<file path="src/rtl/rw_responder_pkg.sv">
// Shared constants for the read/write responder: FSM encoding and command direction.
package rw_pkg;
    localparam logic [1:0] IDLE   = 2'b00;
    localparam logic [1:0] WAITST = 2'b01;
    localparam logic [1:0] ACCESS = 2'b10;
    localparam logic [1:0] ACKH   = 2'b11;

    localparam logic WR = 1'b1;
    localparam logic RD = 1'b0;
endpackage

</file>
<file path="src/rtl/rw_responder_if.sv">
// Requester <-> responder command bus with a 4-phase exec/ack handshake.
interface rw_responder_if #(parameter int DW = 8, parameter int AW = 4);
    logic          exec;
    logic          rd_wr;
    logic [AW-1:0] addr;
    logic [DW-1:0] wdata;
    logic          ack;
    logic [DW-1:0] rdata;
    logic          err;
    logic          busy;

    modport master (output exec, rd_wr, addr, wdata, input  ack, rdata, err, busy);
    modport slave  (input  exec, rd_wr, addr, wdata, output ack, rdata, err, busy);
endinterface

</file>
<file path="src/rtl/rw_responder_regfile.sv">
// DEPTH x DW register array; the registered read port doubles as the bus rdata register.
module rw_regfile #(
    parameter int DW    = 8,
    parameter int AW    = 4,
    parameter int DEPTH = 12
) (
    input  logic          clk,
    input  logic          clr_n,
    input  logic          we,
    input  logic          re,
    input  logic          zero,
    input  logic [AW-1:0] addr,
    input  logic [DW-1:0] wdata,
    output logic [DW-1:0] rdata
);
    logic [DW-1:0] mem [DEPTH];

    always_ff @(posedge clk) begin
        if (!clr_n) begin
            for (int i = 0; i < DEPTH; i++) mem[i] <= '0;
            rdata <= '0;
        end else begin
            if (we) mem[addr] <= wdata;
            // writes and rejected addresses both report zero read data
            if (we || zero) rdata <= '0;
            else if (re)    rdata <= mem[addr];
        end
    end
endmodule

</file>
<file path="src/rtl/rw_responder.sv">
// Command target: captures a request in IDLE, waits WAIT cycles, accesses the array, then holds ack until exec drops.
module rw_responder
    import rw_pkg::*;
#(
    parameter int DW    = 8,
    parameter int AW    = 4,
    parameter int DEPTH = 12,
    parameter int WAIT  = 2
) (
    input  logic           clk,
    input  logic           reset,
    rw_responder_if.slave  bus
);
    logic [1:0]    state;
    logic [3:0]    cnt;
    logic          cmd_wr;
    logic          cmd_err;
    logic [AW-1:0] cmd_addr;
    logic [DW-1:0] cmd_wdata;
    logic          ack_q;
    logic          err_q;
    logic          addr_bad;
    logic          in_access;

    // one extra bit so DEPTH == 2**AW compares correctly
    assign addr_bad  = {1'b0, bus.addr} >= (AW+1)'(DEPTH);
    assign in_access = (state == ACCESS);

    always_ff @(posedge clk) begin
        if (!reset) begin
            state     <= IDLE;
            cnt       <= '0;
            cmd_wr    <= RD;
            cmd_err   <= 1'b0;
            cmd_addr  <= '0;
            cmd_wdata <= '0;
            ack_q     <= 1'b0;
            err_q     <= 1'b0;
        end else begin
            case (state)
                IDLE: if (bus.exec) begin
                    cmd_wr    <= bus.rd_wr;
                    cmd_addr  <= bus.addr;
                    cmd_wdata <= bus.wdata;
                    cmd_err   <= addr_bad;
                    // bad addresses pass through ACCESS without touching the array
                    if (addr_bad || WAIT == 0) state <= ACCESS;
                    else begin
                        state <= WAITST;
                        cnt   <= 4'(WAIT - 1);
                    end
                end
                WAITST: begin
                    if (cnt == 4'd0) state <= ACCESS;
                    else             cnt   <= cnt - 4'd1;
                end
                ACCESS: begin
                    state <= ACKH;
                    ack_q <= 1'b1;
                    err_q <= cmd_err;
                end
                ACKH: if (!bus.exec) begin
                    state <= IDLE;
                    ack_q <= 1'b0;
                    err_q <= 1'b0;
                end
                default: state <= IDLE;
            endcase
        end
    end

    rw_regfile #(.DW(DW), .AW(AW), .DEPTH(DEPTH)) u_regfile (
        .clk   (clk),
        .clr_n (reset),
        .we    (in_access && cmd_wr == WR && !cmd_err),
        .re    (in_access && cmd_wr == RD && !cmd_err),
        .zero  (in_access && cmd_err),
        .addr  (cmd_addr),
        .wdata (cmd_wdata),
        .rdata (bus.rdata)
    );

    assign bus.ack  = ack_q;
    assign bus.err  = err_q;
    assign bus.busy = (state != IDLE);
endmodule

</file>
<file path="src/flat_wrapper.sv">
// flat-port wrapper written by rule: the top's interface ports become plain ports
module rw_responder_flat import rw_pkg::*;
#(
    parameter int DW    = 8,
    parameter int AW    = 4,
    parameter int DEPTH = 12,
    parameter int WAIT  = 2
)
  (clk, reset, bus_exec, bus_rd_wr, bus_addr, bus_wdata, bus_ack, bus_rdata, bus_err, bus_busy);
  rw_responder_if #(.DW(DW), .AW(AW)) bus_i ();
  input  logic clk;
  input  logic reset;
  input wire logic [$bits(bus_i.exec)-1:0] bus_exec;
  input wire logic [$bits(bus_i.rd_wr)-1:0] bus_rd_wr;
  input wire logic [$bits(bus_i.addr)-1:0] bus_addr;
  input wire logic [$bits(bus_i.wdata)-1:0] bus_wdata;
  output wire logic [$bits(bus_i.ack)-1:0] bus_ack;
  output wire logic [$bits(bus_i.rdata)-1:0] bus_rdata;
  output wire logic [$bits(bus_i.err)-1:0] bus_err;
  output wire logic [$bits(bus_i.busy)-1:0] bus_busy;
  assign bus_i.exec = bus_exec;
  assign bus_i.rd_wr = bus_rd_wr;
  assign bus_i.addr = bus_addr;
  assign bus_i.wdata = bus_wdata;
  assign bus_ack = bus_i.ack;
  assign bus_rdata = bus_i.rdata;
  assign bus_err = bus_i.err;
  assign bus_busy = bus_i.busy;
  rw_responder #(.DW(DW), .AW(AW), .DEPTH(DEPTH), .WAIT(WAIT)) u_core (.clk(clk), .reset(reset), .bus(bus_i));
endmodule
</file>
<file path="config.mk">
export PLATFORM = sky130hd
export DESIGN_NAME = rw_responder_flat
export DESIGN_NICKNAME = d
export VERILOG_FILES = /design/src/rtl/rw_responder_pkg.sv /design/src/rtl/rw_responder_if.sv /design/src/rtl/rw_responder_regfile.sv /design/src/rtl/rw_responder.sv /design/src/flat_wrapper.sv
export SDC_FILE = /design/constraint.sdc
export NUM_CORES = 1
export LEC_CHECK = 0
export ABC_AREA = 1
export CAP_MARGIN = 10
export CELL_PAD_IN_SITES_DETAIL_PLACEMENT = 2
export CELL_PAD_IN_SITES_GLOBAL_PLACEMENT = 2
export CORE_ASPECT_RATIO = 0.6
export CORE_MARGIN = 8
export CORE_UTILIZATION = 39
export DETAILED_ROUTE_END_ITERATION = 8
export PLACE_DENSITY_LB_ADDON = 0.1
export SLEW_MARGIN = 20
export SYNTH_ARGS = -nofsm -noshare
export SYNTH_HDL_FRONTEND = slang
export SYNTH_SLANG_ARGS = --single-unit
</file>
<file path="constraint.sdc">
create_clock -name clk -period 2.7 [get_ports clk]
set_input_delay 0.54 -clock clk [delete_from_list [all_inputs] [get_ports clk]]
set_output_delay 0.54 -clock clk [all_outputs]
set_load 0.02 [all_outputs]
</file>
Word level (Yosys, flattened, before mapping)
Memory sizes are Yosys's and may differ from the RTL's. A register that Yosys moved wholly into a read port is not among the register bits.
Cells that the tools add are included.
{ "op_classes": {"n_addsub": 1, "magnitude_cmp": 1, "n_eq_ne": 8, "n_mux": 19, "bitwise": 2, "n_reduce_logical": 18} }
{ "op_table": {"columns": ["cell", "count"], "rows": [
  ["two-way mux 4 bit", 4],
  ["two-way mux 2 bit", 4],
  ["two-way mux 8 bit", 1],
  ["!= test 2 bit, second input constant", 4],
  ["case mux 2 bit (4 select lines)", 1],
  ["case mux 4 bit (2 select lines)", 1],
  ["OR reduction 8 bit", 1],
  ["two-way mux 1 bit", 6],
  ["nonzero test 2 bit", 3],
  ["logical AND 1 bit", 5],
  ["== test 2 bit, second input constant", 2],
  [">= comparator 4 bit, second input constant", 1],
  ["zero test 4 bit", 1],
  ["case mux 1 bit (2 select lines)", 2],
  ["AND reduction 2 bit", 2],
  ["AND reduction 4 bit", 1],
  ["subtractor 4 x 1 -> 4 bit, second input constant", 1],
  ["AND reduction 3 bit", 1],
  ["== test 2 x 1 -> 1 bit, second input constant", 1],
  ["zero test 2 bit", 1],
  ["!= test 2 x 1 -> 1 bit, second input constant", 1],
  ["inverter 1 bit", 2],
  ["OR reduction 2 bit", 1],
  ["zero test 1 bit", 1],
  ["logical OR 1 bit", 1]
]} }
{ "word_totals": {"ff_bits": 22, "ram_bits": 96, "input_bits": 16, "out_inout_bits": 11, "elab_cells": 58, "memories": 1} }
{ "mem_list": {"columns": ["name", "words", "word_bits", "rd", "rd_ports_with_merged_regs", "wr", "line_no", "source"], "rows": [
  ["u_core.u_regfile.mem", 12, 8, 1, 1, 12, "rw_responder_regfile.sv:16", "logic [DW-1:0] mem [DEPTH];"]
]} }

Longest topological paths before layout
Gate-level depths: netlist of run 1.
{ "depth": {"word_depth": 8, "mapped_depth": 12, "mapped_depth_nobuf": 12} }

Hierarchy
From an unflattened synthesis of run 1, not the netlist that was laid out.
{ "hier_totals": {"cells_unflattened": 795, "area_unflattened_um2": 7174.4} }
{ "by_module_without_submodules": {"columns": ["mod", "instances", "cells_each", "area_per_inst_um2", "seq_area_each_um2"], "rows": [
  ["rw_regfile", 1, 652, 6124.6, 4003.8],
  ["rw_responder", 1, 143, 1049.8, 440.4]
]} }

Least setup slack after synthesis of run 1
OpenSTA, ideal clock, no wires.
{ "synth_path": {"path_kind": "flip-flop to flip-flop", "start": "register u_core.state[0]", "end": "memory u_core.u_regfile.mem[12][0] (enable)", "setup_time_ns": 0.383, "arrival_time_ns": 1.630, "required_time_ns": 2.317, "slack_ns": 0.686, "stages_incl_launch_ff": 7, "cell_sequence": "dfxtp_1 > inv_1 > ha_1 > nand2_1 > nor3_1 > inv_2 > nor3_1"} }
{ "synth_lines": {"columns": ["item", "line_no", "source"], "rows": [
  ["start, declared", "rw_responder.sv:14", "logic [1:0] state;"],
  ["start signal, assigned", "rw_responder.sv:31", "state <= IDLE;"],
  ["start signal, assigned", "rw_responder.sv:47", "if (addr_bad || WAIT == 0) state <= ACCESS;"],
  ["start signal, assigned", "rw_responder.sv:49", "state <= WAITST;"],
  ["end, declared", "rw_responder_regfile.sv:16", null]
]} }

==> summary.txt, run 1 <==
Cell Pwr Density: 908 nW/um2
nets@finish: 822
Synth area leader: edfxtp_1
post-synthesis register bit count: 158
Hold Crit Class: reg2reg
Routed WL per cell: 23.0 um
crit path kind: reg2reg
status: completed
DIE AREA: 23000 um2
footprint of the multi-input gates: 2360 um2
Setup crit end kind: flip-flop
Peak Freq: 415 MHz
Detail Placement HPWL: 16.6 mm
grt ovf: 0
largest net degree at the start of global routing: 36
Worst Hold Depth: 2
CTS Hold Bufs: 0
DRT Wirelength: 24.2 mm
FP Rows: 38
clock root cell: clkbuf_16
max_cap viols: 0
Fin. Hold Viols: 0
Final Slew Violations: 0
R2R cell count: 8
Setup Skew: 0.0147 ns
Worst Path Arrival: 2.51 ns
Initial Utilization: 39.6%
Syn Nets: 797
First-pass DRT Iterations: 5
clk_lat worst skew: 0.44 ns
DR vias: 5573
Ports: 27
Synth Instances: 775
Setup-failing EPs final: 0
clock slew at reported path FFs: 0.06 ns
LEAKAGE: 3.31 nW
Max H-tree Level: 4
non-filler instance count after layout: 1053
Area Growth Syn to Fin: 15.5%
DRC viols: 0
R2R Setup Slk: 0.29 ns
Antenna diodes: 0
top post-synthesis cells by area: edfxtp_1, nand2_1, dfxtp_1
initial antenna violation count: 0
final worst-path cycle share: 89.2%
Total Routing Usage GR: 21.6%
TritonCTS clock tree: yes
clock buffer depth: 2
Seq/Total Area, Yosys: 62.5%
Core Area: 18000 um2
CTS buffer count: 17
top cell type's share of synthesized area: 54.0%
Peak VDD IR: 0.000449 V
Yosys cell types: 22
CP Max Fanout: 9
Syn Area/Cell: 9.18 um2
placed cells: 1021
crit start category: flip-flop
worst slew pin tran: 0.877 ns
global-route wire length before repair: 37.1 mm
fill count: 1897
hold_ws: 0.466 ns
Worst Path Required: 2.80 ns
floorplan die width: 190 um
Max-slew headroom: 41.4%
Vias/cell: 5.29
RSZ-0062 raised after global routing: no
clock sink count: 158
setup bufs post-CTS: 0
PortBufs: 26
TNS Setup: 0 ns
Yosys warnings: 0
Final Critical Period: 2.41 ns
DR iter-0 viols: 344
DRT antenna net count: 0
die height: 121 um
GPL Wtd Cong: 0.813
Netlist Area Pre-Place: 7110 um2
number of global-route vias before repair: 5987
Storage cell area: 4450 um2
ratio of cells with drive above 1 in the final layout: 9.23%
post-cts sizing count: 0
-- worst max-delay path: stages, from the launching register on --
cell	delay [ns]
dfxtp_1	0.33
inv_1	0.13
ha_1	0.29
nand2_1	0.13
nor3_1	0.24
inv_2	0.18
nor2_4	0.29
nand2_4	0.15
nand2_1	0.33
-- state kept, by name, indices dropped and copies added, names as in the netlist, 2 cells and up --
name and flops:
u_core.u_regfile.mem 128, u_core.state 2, u_core.cnt 4, u_core.u_regfile.rdata 8
u_core.cmd_addr 4, u_core.cmd_wdata 8
-- path summary, 6_finish.rpt --
check	endpoint	startpoint
worst max-delay path	u_core.u_regfile.mem[1][3]	u_core.state[0]
worst min-delay path	u_core.bus.ack	u_core.bus.ack
worst max register to register	u_core.u_regfile.mem[1][3]	u_core.state[0]
worst min register to register	u_core.bus.ack	u_core.bus.ack
-- kinds of logic after synthesis --
family | after synthesis | synth area share [%]
simple gates | 494 | 28.8
fa+ha+maj | 6 | 1.06
flops | 158 | 62.5
buf+inv | 70 | 4.31
compound gates | 47 | 3.38
-- synthesized netlist by cell type (all sizes together) --
| cell | instances |
|---|---|
| clkbuf | 16 |
| nand4 | 9 |
| nor2 | 127 |
| edfxtp | 128 |
| a211oi | 1 |
| ha | 6 |
| nor3b | 1 |
| o21a | 1 |
| dfxtp | 30 |
| nand2 | 304 |
| buf | 24 |
| o21ai | 28 |
| a21oi | 17 |
| nor3 | 7 |
| inv | 30 |
| nand3 | 46 |
-- layout make-up --
| class | count | share of cell area (%) |
|---|---|---|
| clock buffer | 18 | 5.22 |
| clock inverter | 14 | 1.93 |
| sequential | 158 | 54.1 |
| inverter | 30 | 1.37 |
| tap | 240 | 3.65 |
| multi-input combinational | 547 | 28.7 |
| timing repair buffer | 46 | 4.99 |
-- layer usage --
metal / track usage (%) / routed length [um]
met2: 33.7 / 11100
met4: 6.27 / 237
met1: 30.7 / 11800
met3: 3.45 / 1040
met5: 0 / 0
-- power breakdown --
part | total, mW | leakage, nW | internal (mW) | switching (mW)
clock network | 2.45 | 0.282 | 1.38 | 1.07
registers | 2.99 | 1.53 | 2.85 | 0.139
logic | 2.02 | 1.50 | 0.539 | 1.48
-- per-stage QoR --
step	utilization, %	total power [mW]	setup WS, ns	cell area (um2)
2_1_floorplan	-	4.23	0.686	7110
3_3_place_gp	42.5	4.91	0.188	7630
3_5_place_dp	42.5	5.03	0.0548	7630
4_1_cts	45.7	7.49	0.263	8220
5_1_grt	45.7	7.77	0.0871	8220
6_report	45.7	7.46	0.290	8220
-- layout by cell type, fill, tap and decap left out --
cell type	synthesis	final
o21ai_0	28	28
nand2_4	6	6
dfxtp_1	30	29
ha_1	6	6
bufinv_16	0	2
buf_4	6	20
a211oi_1	1	1
nor2_1	123	123
clkinvlp_4	0	3
inv_6	0	4
clkbuf_1	16	1
inv_1	26	26
clkbuf_16	0	17
a21oi_1	17	17
nand2_1	290	290
edfxtp_1	128	128
dfxtp_2	0	1
clkdlybuf4s50_1	0	26
nand3_1	46	46
o21a_1	1	1
clkinv_4	0	1
clkinv_2	0	2
nand4_1	9	9
nor2_4	4	4
nor3b_2	1	1
nor3_1	7	7
inv_2	4	4
nand2_2	8	8
inv_8	0	2
(Power assumes the default switching activity.)
==> run 2, diff against run 1 <==
--- a/config.mk
+++ b/config.mk
@@ -10,10 +10,11 @@
 export CELL_PAD_IN_SITES_DETAIL_PLACEMENT = 2
 export CELL_PAD_IN_SITES_GLOBAL_PLACEMENT = 2
 export CORE_ASPECT_RATIO = 0.6
-export CORE_MARGIN = 8
+export CORE_MARGIN = 1
 export CORE_UTILIZATION = 39
 export DETAILED_ROUTE_END_ITERATION = 8
 export PLACE_DENSITY_LB_ADDON = 0.1
+export RECOVER_POWER = 50
 export SLEW_MARGIN = 20
 export SYNTH_ARGS = -nofsm -noshare
 export SYNTH_HDL_FRONTEND = slang
==> summary.txt, run 2 (synthesis gave the netlist of run 1 again) <==
R2R Setup Slk: 0.19 ns
floorplan die width: 176 um
CP Max Fanout: 35
Core Util, Final: 46.7%
Routed WL per cell: 23.7 um
pre-CTS setup slack: 0.0940 ns
Setup Skew: 0.0111 ns
Initial Utilization: 40.6%
RSZ-0062 raised after global routing: no
clock slew at reported path FFs: 0.07 ns
Area Growth Syn to Fin: 14.9%
hold_ws: 0.474 ns
Cell Pwr Density: 913 nW/um2
Setup-failing EPs final: 0
crit start category: flip-flop
Worst Hold Launch: u_core.bus.ack
commonest cells after routing, fill and taps aside: nand2_1, edfxtp_1, nor2_1
Peak Freq: 399 MHz
Final Critical Period: 2.51 ns
PortBufs: 26
Post-DP Area: 7620 um2
Total Routing Usage GR: 27.7%
Final Slew Violations: 0
DRT antenna net count: 0
TNS Setup: 0 ns
post-cts sizing count: 0
die height: 107 um
DRC viols: 0
largest reg by FF count: u_core.u_regfile.mem
R2R cell count: 10
CTS Hold Bufs: 0
grt ovf: 0
setup bufs post-CTS: 0
initial antenna violation count: 1
Setup crit end kind: flip-flop
DR vias: 5609
most common cell after layout, fill and taps aside: nand2_1
reg2reg end: u_core.u_regfile.rdata[4]
status: completed
Antenna diodes: 0
ratio of cells with drive above 1 in the final layout: 7.77%
DIE AREA: 18800 um2
crit path kind: reg2reg
LEAKAGE: 3.32 nW
nets@finish: 820
GPL Wtd Cong: 0.845
clock buffer depth: 2
clock sink count: 158
largest net degree at the start of global routing: 42
Detail Placement HPWL: 16.8 mm
fill count: 1867
Max H-tree Level: 4
Ports: 27
Worst Path Arrival: 2.87 ns
clk_lat worst skew: 0.43 ns
Worst Hold Depth: 2
Worst Path Required: 3.06 ns
final worst-path cycle share: 92.9%
max reg flops: 128
number of global-route vias before repair: 6035
Vias/cell: 5.37
Core Area: 17500 um2
worst hold endpoint: u_core.bus.ack
DR iter-0 viols: 482
clock root cell: clkbuf_16
Hold Crit Class: reg2reg
TritonCTS clock tree: yes
Peak VDD IR: 0.000514 V
DRT Wirelength: 24.7 mm
First-pass DRT Iterations: 5
Fin. Hold Viols: 0
biggest regs: u_core.u_regfile.mem (128), u_core.cmd_wdata (8), u_core.u_regfile.rdata (8)
FP Rows: 37
worst slew pin tran: 1.20 ns
max_cap viols: 0
Max-slew headroom: 19.7%
Reg2Reg Launch Point: u_core.cmd_addr[0]
final instance area: 8180 um2
global-route wire length before repair: 37.2 mm
CTS buffer count: 17
Final WS setup: 0.192 ns
run 2: how the worst max path moves through the flow:
stage                             startpoint                          end  slack [ns]
after floorplan              u_core.state[0]  u_core.u_regfile.mem[12][0]        0.69
after global placement                 reset   u_core.u_regfile.mem[1][2]        0.15
after detailed placement               reset   u_core.u_regfile.mem[9][4]        0.09
after CTS                    u_core.state[0]   u_core.u_regfile.mem[1][7]        0.26
after global routing         u_core.state[0]   u_core.u_regfile.mem[1][7]        0.03
final                     u_core.cmd_addr[0]    u_core.u_regfile.rdata[4]        0.19
run 2: area by class of cell:
class                      count  area (um2)  area share (%)
inverter                      30         113            1.38
tap                          234         293            3.58
multi-input combinational    547        2350            28.7
clock inverter                15         161            1.97
timing repair buffer          44         390            4.78
clock buffer                  17         425            5.20
sequential                   158        4450            54.4
run 2: critical path: stages (launching register included):
cell and delay, ns:
dfxtp_2 0.38, clkbuf_4 0.42, clkbuf_2 0.67, nand2_1 0.20, nand2_1 0.19, nand2_1 0.10, nand2_1 0.09, nand2_1 0.05
nand3_1 0.13, nor2_1 0.07, nor2_1 0.12
run 2: power by group:
| part | total [mW] | switching (mW) | leakage [nW] | internal [mW] |
|---|---|---|---|---|
| combinational | 1.97 | 1.45 | 1.51 | 0.514 |
| sequential | 3.01 | 0.162 | 1.53 | 2.85 |
| clock | 2.49 | 1.11 | 0.282 | 1.38 |
run 2: routing by layer:
| layer | track usage [%] | wire [um] | vias to the layer above |
|---|---|---|---|
| li1 | - | - | 2576 |
| met1 | 39.4 | 11700 | 2866 |
| met2 | 43.4 | 11300 | 142 |
| met3 | 5.14 | 1390 | 23 |
| met4 | 7.45 | 258 | 2 |
| met5 | 0 | 8 | - |
run 2: per-stage QoR:
step	power, mW	std cells
3_5_place_dp	5.02	1013
6_report	7.47	1045
3_3_place_gp	4.90	1013
5_1_grt	7.77	1045
4_1_cts	7.52	1045
2_1_floorplan	4.23	775
